`src/rtl/sipo_frame_ctrl_pkg.sv`:
```
// Shared types and defaults for the serial-in/parallel-out frame controller.
// PARITY state is present only when SIPO_FRAME_CTRL_PARITY_EN is defined.
package sipo_frame_ctrl_pkg;

    localparam int WIDTH_DEF = 4;

`ifdef SIPO_FRAME_CTRL_PARITY_EN
    typedef enum logic [1:0] {
        IDLE,
        SHIFT,
        PARITY,
        DONE
    } state_t;
`else
    typedef enum logic [1:0] {
        IDLE,
        SHIFT,
        DONE
    } state_t;
`endif

endpackage

```
`src/rtl/sipo_shreg.sv`:
```
// Serial-in shift register with clear and selectable fill direction.
// MSB_FIRST=1 makes the first bit shifted in end up in q[WIDTH-1].
module sipo_shreg
    import sipo_frame_ctrl_pkg::*;
#(
    parameter int WIDTH     = WIDTH_DEF,
    parameter bit MSB_FIRST = 1'b1
) (
    input  logic             clk,
    input  logic             rst,
    input  logic             clr,
    input  logic             en,
    input  logic             din,
    output logic [WIDTH-1:0] q
);

    logic [WIDTH-1:0] q_shift;

    generate
        if (MSB_FIRST) begin : g_msb
            assign q_shift = {q[WIDTH-2:0], din};
        end else begin : g_lsb
            assign q_shift = {din, q[WIDTH-1:1]};
        end
    endgenerate

    // Clear wins over shift; shift only on qualified bits.
    always_ff @(posedge clk) begin
        if (rst || clr) begin
            q <= '0;
        end else if (en) begin
            q <= q_shift;
        end
    end

endmodule

```
`src/rtl/sipo_frame_ctrl.sv`:
```
// Frame controller: collects WIDTH serial bits into a word with valid/ready.
// Optional even-parity check enabled by macro SIPO_FRAME_CTRL_PARITY_EN.
module sipo_frame_ctrl
    import sipo_frame_ctrl_pkg::*;
#(
    parameter int WIDTH     = WIDTH_DEF,
    parameter int MSB_FIRST = 1
) (
    input  logic             clk,
    input  logic             rst,
    input  logic             start,
    input  logic             d,
    input  logic             bit_en,
    output logic [WIDTH-1:0] dout,
    output logic             dout_valid,
    input  logic             dout_ready,
    output logic             busy,
    output logic             overrun,
    output logic             par_err
);

    localparam int CW = $clog2(WIDTH + 1);

    state_t           state, state_nx;
    logic [CW-1:0]    cnt, cnt_nx;
    logic             sr_clr, sr_en;
    logic [WIDTH-1:0] sr;
    logic             word_ok;
    logic             load;

    sipo_shreg #(
        .WIDTH     (WIDTH),
        .MSB_FIRST (MSB_FIRST != 0)
    ) u_shreg (
        .clk (clk),
        .rst (rst),
        .clr (sr_clr),
        .en  (sr_en),
        .din (d),
        .q   (sr)
    );

`ifdef SIPO_FRAME_CTRL_PARITY_EN
    logic perr, perr_nx;

    // Parity verdict is held from the PARITY sample into DONE.
    always_ff @(posedge clk) begin
        if (rst) begin
            perr <= 1'b0;
        end else begin
            perr <= perr_nx;
        end
    end

    assign word_ok = (state == DONE) && !perr;
    assign par_err = !rst && (state == DONE) && perr;
`else
    assign word_ok = (state == DONE);
    assign par_err = 1'b0;
`endif

    // State and bit counter registers.
    always_ff @(posedge clk) begin
        if (rst) begin
            state <= IDLE;
            cnt   <= '0;
        end else begin
            state <= state_nx;
            cnt   <= cnt_nx;
        end
    end

    // Next-state and shift-register control.
    always_comb begin
        state_nx = state;
        cnt_nx   = cnt;
        sr_clr   = 1'b0;
        sr_en    = 1'b0;
`ifdef SIPO_FRAME_CTRL_PARITY_EN
        perr_nx  = perr;
`endif
        unique case (state)
            IDLE: begin
                if (start) begin
                    state_nx = SHIFT;
                    cnt_nx   = '0;
                    sr_clr   = 1'b1;
                end
            end
            SHIFT: begin
                if (bit_en) begin
                    sr_en  = 1'b1;
                    cnt_nx = cnt + 1'b1;
                    if (cnt == CW'(WIDTH - 1)) begin
`ifdef SIPO_FRAME_CTRL_PARITY_EN
                        state_nx = PARITY;
`else
                        state_nx = DONE;
`endif
                    end
                end
            end
`ifdef SIPO_FRAME_CTRL_PARITY_EN
            PARITY: begin
                if (bit_en) begin
                    perr_nx  = (^sr) ^ d;
                    state_nx = DONE;
                end
            end
`endif
            DONE: begin
                state_nx = IDLE;
            end
            default: begin
                state_nx = IDLE;
            end
        endcase
    end

    assign load    = word_ok && (!dout_valid || dout_ready);
    assign overrun = !rst && word_ok && dout_valid && !dout_ready;
    assign busy    = !rst && (state != IDLE);

    // Output word register with valid/ready handshake.
    always_ff @(posedge clk) begin
        if (rst) begin
            dout       <= '0;
            dout_valid <= 1'b0;
        end else if (load) begin
            dout       <= sr;
            dout_valid <= 1'b1;
        end else if (dout_valid && dout_ready) begin
            dout_valid <= 1'b0;
        end
    end

endmodule
```
`config.mk`:
```
export PLATFORM = sky130hd
export DESIGN_NAME = sipo_frame_ctrl
export DESIGN_NICKNAME = d
export VERILOG_FILES = /design/src/rtl/sipo_frame_ctrl_pkg.sv /design/src/rtl/sipo_shreg.sv /design/src/rtl/sipo_frame_ctrl.sv
export SDC_FILE = /design/constraint.sdc
export NUM_CORES = 1
export LEC_CHECK = 0
export ABC_AREA = 0
export CORE_MARGIN = 1.5
export CORE_UTILIZATION = 45
export CTS_BUF_LIST = sky130_fd_sc_hd__clkbuf_8 sky130_fd_sc_hd__clkbuf_16
export DETAILED_ROUTE_END_ITERATION = 10
export PLACE_DENSITY_LB_ADDON = 0.08
export SYNTH_ARGS = -nofsm -noshare
export SYNTH_HDL_FRONTEND = slang
export SYNTH_SLANG_ARGS = --single-unit
```
`constraint.sdc`:
```
create_clock -name clk -period 1.4 [get_ports clk]
set_input_delay 0.42 -clock clk [delete_from_list [all_inputs] [get_ports clk]]
set_output_delay 0.42 -clock clk [all_outputs]
set_load 0.005 [all_outputs]
```
# After elaboration in Yosys (flattened, before gate mapping)
# Cells that the tools add are included.
# op_classes
order_cmp	0
n_bitwise	0
n_mux	13
div_mod_pow	0
shift	0
n_addsub	1
multipliers	0
eq_ne	6
reduce_logical	17
# ops
cell	count
$logic_and A1 B1 Y1	6
$mux W1	6
$mux W2	3
$mux W3	2
$ne A2 B2 Y1 const B	3
$pmux W3 S2	1
$reduce_and A3 Y1	2
$reduce_bool A2 Y1	3
$pmux W2 S2	1
$add A3 B1 Y3 const B	1
$eq A3 B2 Y1 const B	1
$logic_not A1 Y1	3
$eq A2 B1 Y1 const B	1
$eq A2 B2 Y1 const B	1
$logic_not A2 Y1	1
$logic_or A1 B1 Y1	2
# totals
inputBits	6
memories	0
output_inout_bits	8
latchBits	0
regBits	14
rom_bits	0
ramBits	0

# Logic depth before layout (Yosys ltp)
# depth
ltp_word	4
mapped_depth	5
ltp_nobuf	5

# Hierarchy
# A second synthesis with hierarchy kept.
# unflattened
hier_cells	69
hier_area_um2	615.6
# modules_own_cells
module	area_per_inst_um2	n_inst	seq_area_each_um2	cells_each
sipo_frame_ctrl	470.5	1	200.2	56
sipo_shreg	145.1	1	80.1	13

# Worst setup path after synthesis
# No wires, ideal clock.
# synth_path
path_kind	register to output
start	reg state[0]
end	out overrun
required_ns	0.980
slack_ns	0.149
path_buffers	1
path_stages_with_launch	4
t_arrival_ns	0.831
cell_sequence	dfxtp_1 -> buf_4 -> nand2b_1 -> nor3_1
# synth_between
elab_chain_len	4
# synth_lines
item	line_no	source
start: declaration	sipo_frame_ctrl.sv:24	state_t state, state_nx;
start signal: assignment	sipo_frame_ctrl.sv:68	state <= state_nx;
$eq A2 B2 Y1	sipo_frame_ctrl.sv:58	assign word_ok = (state == DONE);
$logic_and A1 B1 Y1 (3 in series)	sipo_frame_ctrl.sv:121	assign overrun = !rst && word_ok && dout_valid && !dout_ready;
end: declaration	sipo_frame_ctrl.sv:18	output logic overrun,
# Every way passes these cells.

# Worst setup path after layout
# Same ends and word-level chain as after synthesis.

==> metrics.txt <==
# TYPE chip_impl_metric gauge
chip_impl_metric{name="antenna_left",unit=""} 0
chip_impl_metric{name="worst-r2r-cell-count",unit=""} 4
chip_impl_metric{name="synth_sequential_area_ratio",unit=""} 0.460
chip_impl_metric{name="floorplan.die.width",unit="µm"} 39.8
chip_impl_metric{name="peakVddDrop",unit="mV"} 0.631
chip_impl_metric{name="layout.nets",unit=""} 102
chip_impl_metric{name="report.final.setup_viol",unit=""} 0
chip_impl_metric{name="initial_core_util",unit=""} 0.474
chip_impl_metric{name="grt_pass1_vias",unit=""} 477
chip_impl_metric{name="layout_setup_ws",unit="ns"} 0.00917
chip_impl_metric{name="finalClockSkew",unit="ns"} 0.00278
chip_impl_metric{name="multi_input_gate_area_in_the_final_layout",unit="µm²"} 327
chip_impl_metric{name="globalplace.congestion",unit=""} 0.722
chip_impl_metric{name="seq_power_share",unit=""} 0.465
chip_impl_metric{name="timing.hold.worst_path_depth",unit=""} 2
chip_impl_metric{name="die_area",unit="µm²"} 1580
chip_impl_metric{name="fin_crit_sh",unit=""} 0.993
chip_impl_metric{name="synth_area",unit="µm²"} 609
chip_impl_metric{name="power_density",unit="nW/µm²"} 995
chip_impl_info{name="run_status",value="finished clean"} 1
chip_impl_metric{name="critical_path_arrival",unit="ns"} 0.97
chip_impl_metric{name="synthToLayoutAreaGrowth",unit="%"} 45.0
chip_impl_metric{name="static_power_due_to_leakage",unit="µW"} 0.000389
chip_impl_metric{name="rrSetupSlack",unit="ns"} 0.12
chip_impl_info{name="root_buffer",value="sky130_fd_sc_hd__clkbuf_8"} 1
chip_impl_metric{name="gr-total-overflow",unit=""} 0
chip_impl_metric{name="clk-insertion-delay-late",unit="ns"} 0.24
chip_impl_metric{name="pwr-share-comb",unit=""} 0.087
chip_impl_info{name="timing.hold.worst.start",value="u_shreg.q[1]$_SDFFE_PP0P_"} 1
chip_impl_metric{name="synth_cell_types",unit=""} 23
chip_impl_info{name="type_of_destination_of_the_critical_path",value="output port"} 1
chip_impl_metric{name="mappedNetlistNets",unit=""} 78
chip_impl_info{name="cts_tree",value="done"} 1
chip_impl_metric{name="pre_cts_ws",unit="ns"} -0.684
chip_impl_metric{name="cts-root-to-sink-buffers",unit=""} 2
chip_impl_info{name="ys_top_cells_by_area",value="sky130_fd_sc_hd__dfxtp_1 46%, sky130_fd_sc_hd__a21oi_1 8.2%, sky130_fd_sc_hd__nand2_1 5.5%"} 1
chip_impl_metric{name="std_cell_rows",unit=""} 13
chip_impl_info{name="timing.critical_path.slowest_stage_cell",value="sky130_fd_sc_hd__dfxtp_2"} 1
chip_impl_metric{name="cts_max_level",unit=""} 1
chip_impl_metric{name="syn_area_per_cell",unit="µm²"} 8.70
chip_impl_info{name="crit-reg2reg-launch",value="cnt[0]$_SDFFE_PP0P_"} 1
chip_impl_metric{name="final_core_util",unit=""} 0.687
chip_impl_info{name="worstPathCellList",value="nand2b_4, nor3_2, buf_2"} 1
chip_impl_info{name="timing.critical_path.max_delay_family",value="flip-flops"} 1
chip_impl_metric{name="routed-via-count",unit=""} 540
chip_impl_metric{name="firstDrtPassIters",unit=""} 4
chip_impl_metric{name="cp.buffers_inverters",unit=""} 1
chip_impl_metric{name="fp.dieH",unit="µm"} 39.8
chip_impl_metric{name="hold_violation_total_from_the_final_report",unit=""} 0
chip_impl_metric{name="clock_sinks",unit=""} 14
chip_impl_metric{name="grt_start_max_net_pins",unit=""} 13
chip_impl_info{name="crit-reg2reg-capture",value="cnt[2]$_SDFFE_PP0P_"} 1
chip_impl_metric{name="swShare",unit=""} 0.211
chip_impl_metric{name="fp.coreArea",unit="µm²"} 1280
chip_impl_info{name="start_kind",value="flop"} 1
chip_impl_metric{name="grt_usage",unit=""} 0.198
chip_impl_metric{name="grt_pass1_wl",unit="µm"} 2030
chip_impl_metric{name="fillers",unit=""} 114
chip_impl_metric{name="syn-instance-count",unit=""} 70
chip_impl_metric{name="antenna_found_initial",unit=""} 0
chip_impl_metric{name="report.power.total",unit="µW"} 879
chip_impl_metric{name="diodes",unit=""} 0
chip_impl_metric{name="crit_fanout",unit=""} 2
chip_impl_metric{name="placed_cells",unit=""} 101
chip_impl_metric{name="timing_max_transition_violations_final",unit=""} 0
chip_impl_metric{name="wire_per_inst",unit="µm"} 12.1
chip_impl_metric{name="synth.top_cell.area_share",unit=""} 0.460
chip_impl_metric{name="finalNonFillerCells",unit=""} 108
chip_impl_metric{name="cp.required",unit="ns"} 0.98
chip_impl_metric{name="worst_setup_hold_path_clk_slew",unit="ns"} 0.06
chip_impl_metric{name="power.internal",unit="µW"} 694
chip_impl_metric{name="port-buffer-count",unit=""} 12
chip_impl_info{name="criticalPathCategory",value="reg2out"} 1
chip_impl_metric{name="switchingPower",unit="µW"} 185
chip_impl_metric{name="yosysWarningCount",unit=""} 0
chip_impl_metric{name="remaining_drc_errors",unit=""} 0
chip_impl_metric{name="clock.fmax",unit="MHz"} 719
chip_impl_info{name="min_to",value="u_shreg.q[2]$_SDFFE_PP0P_"} 1
chip_impl_metric{name="drt_iter0_drc",unit=""} 11
chip_impl_metric{name="drv.max_cap_violation_count",unit=""} 0
chip_impl_metric{name="routed_wirelength",unit="µm"} 1300
chip_impl_info{name="grt_setup_unrepaired",value="yes"} 1
chip_impl_info{name="synth_largest_area_cell",value="sky130_fd_sc_hd__dfxtp_1"} 1
chip_impl_metric{name="whs",unit="ns"} 0.479
chip_impl_metric{name="clock_group_share_of_total_power",unit=""} 0.449
chip_impl_metric{name="ctsHoldBuffers",unit=""} 0
chip_impl_metric{name="final.min_clock_period",unit="ns"} 1.39
chip_impl_metric{name="post_drt_via_cell_ratio",unit=""} 5.00
chip_impl_metric{name="synth.ff_latch_count",unit=""} 14
chip_impl_metric{name="peak_per_stage_delay_on_the_critical_path",unit="ns"} 0.32
chip_impl_metric{name="tritoncts.num_buffers",unit=""} 3
chip_impl_metric{name="ioPinCount",unit=""} 14
chip_impl_metric{name="final_layout_size_suffix_gt1_frac",unit=""} 0.290
chip_impl_info{name="hp-class",value="reg2reg"} 1
chip_impl_metric{name="sequential_cell_area",unit="µm²"} 284
[Yosys cell counts (all sizes together)]
cell    number
nand2b       2
conb         1
nor2b        1
and2b        1
nand3        5
nor3b        1
and3b        1
nand3b       1
a211oi       1
ha           2
inv          1
dfxtp       14
o31ai        1
nand2        9
clkbuf       1
mux2i        1
nor3         2
o21ai        6
a21o         1
buf          3
nor2         4
a21oi       10
or3          1
[power groups by stage]
stage	logic [µW]	clock network, µW	registers (µW)
after floorplan	39.2	0	415
after global placement	70.4	0	416
after detailed placement	70.9	0	417
after CTS	75.1	403	408
after global routing	83.0	423	409
final	76.1	394	409
[layout make-up]
type,count,share of cell area
clock buffer,4,0.0623
tap,15,0.0212
timing repair buffer,23,0.221
inverter,1,0.00425
multi-input combinational,51,0.370
sequential,14,0.322
[cells in the final DEF (no fill, tap or decap), types with 2 or more instances in the layout]
cell,synthesis,layout
sky130_fd_sc_hd__buf_4,3,8
sky130_fd_sc_hd__dfxtp_1,14,11
sky130_fd_sc_hd__ha_1,2,2
sky130_fd_sc_hd__a21oi_1,10,10
sky130_fd_sc_hd__dfxtp_2,0,3
sky130_fd_sc_hd__clkdlybuf4s50_1,0,2
sky130_fd_sc_hd__nand2_1,9,9
sky130_fd_sc_hd__buf_6,0,3
sky130_fd_sc_hd__nand2b_4,0,2
sky130_fd_sc_hd__nor2_1,4,3
sky130_fd_sc_hd__clkbuf_8,0,4
sky130_fd_sc_hd__nand3_1,5,5
sky130_fd_sc_hd__o21ai_0,6,6
sky130_fd_sc_hd__dlygate4sd2_1,0,5
sky130_fd_sc_hd__buf_2,0,3
[sequential cells by signal, indices dropped and copies added (netlist names)]
name / count
state: 2
cnt: 3
dout: 4
u_shreg.q: 4
dout_valid: 1
[worst max path at each step]
stage	endpoint	start	cells after the start	slack (ns)
after floorplan	overrun	state[0]$_SDFFE_PP0P_	3	0.15
after global placement	overrun	dout_ready	4	-0.66
after detailed placement	overrun	dout_ready	4	-0.68
after CTS	overrun	dout_valid$_SDFFE_PP0P_	4	-0.01
after global routing	overrun	state[0]$_SDFFE_PP0P_	3	-0.05
final	overrun	state[0]$_SDFFE_PP0P_	3	0.009
[logic make-up (layout without fill, tap and decap cells)]
family / after synthesis / after routing / share of synthesized area
AO/OA/AOI/OAI: 19 / 19 / 0.177
flip-flops: 14 / 14 / 0.460
buffers and inverters: 5 / 28 / 0.0493
AND/OR/NAND/NOR: 28 / 28 / 0.251
adder cells (fa/ha/maj): 2 / 2 / 0.0411
multiplexers: 1 / 1 / 0.0164
other: 1 / 1 / 0.00615
[stage by stage]
| step | instance area, µm² | setup TNS [ns] |
|---|---|---|
| final | 883 | 0 |
| after global routing | 883 | -0.0860 |
| after CTS | 866 | -0.0128 |
| after detailed placement | 782 | -2.69 |
| after global placement | 782 | -2.47 |
| after floorplan | 609 | 0 |
[timing repair]
item,in CTS,in global routing
gates resized for setup,29,2
endpoints found under the setup margin,7,3
pin swaps,1,2
buffers inserted,2,1
[worst reg2reg max path, delay by kind of cell (launching register included)]
kind | cells | cell delay [ns]
flip-flops | 1 | 0.33
adder cells (fa/ha/maj) | 2 | 0.46
AO/OA/AOI/OAI | 1 | 0.07
AND/OR/NAND/NOR | 1 | 0.34
[layer usage]
metal | GRT usage | wire length [µm]
met5 | 0 | 0
met2 | 0.311 | 612
met4 | 0.129 | 14
met1 | 0.244 | 642
met3 | 0.0341 | 34
No activity file was read; power rests on OpenSTA's default activity.
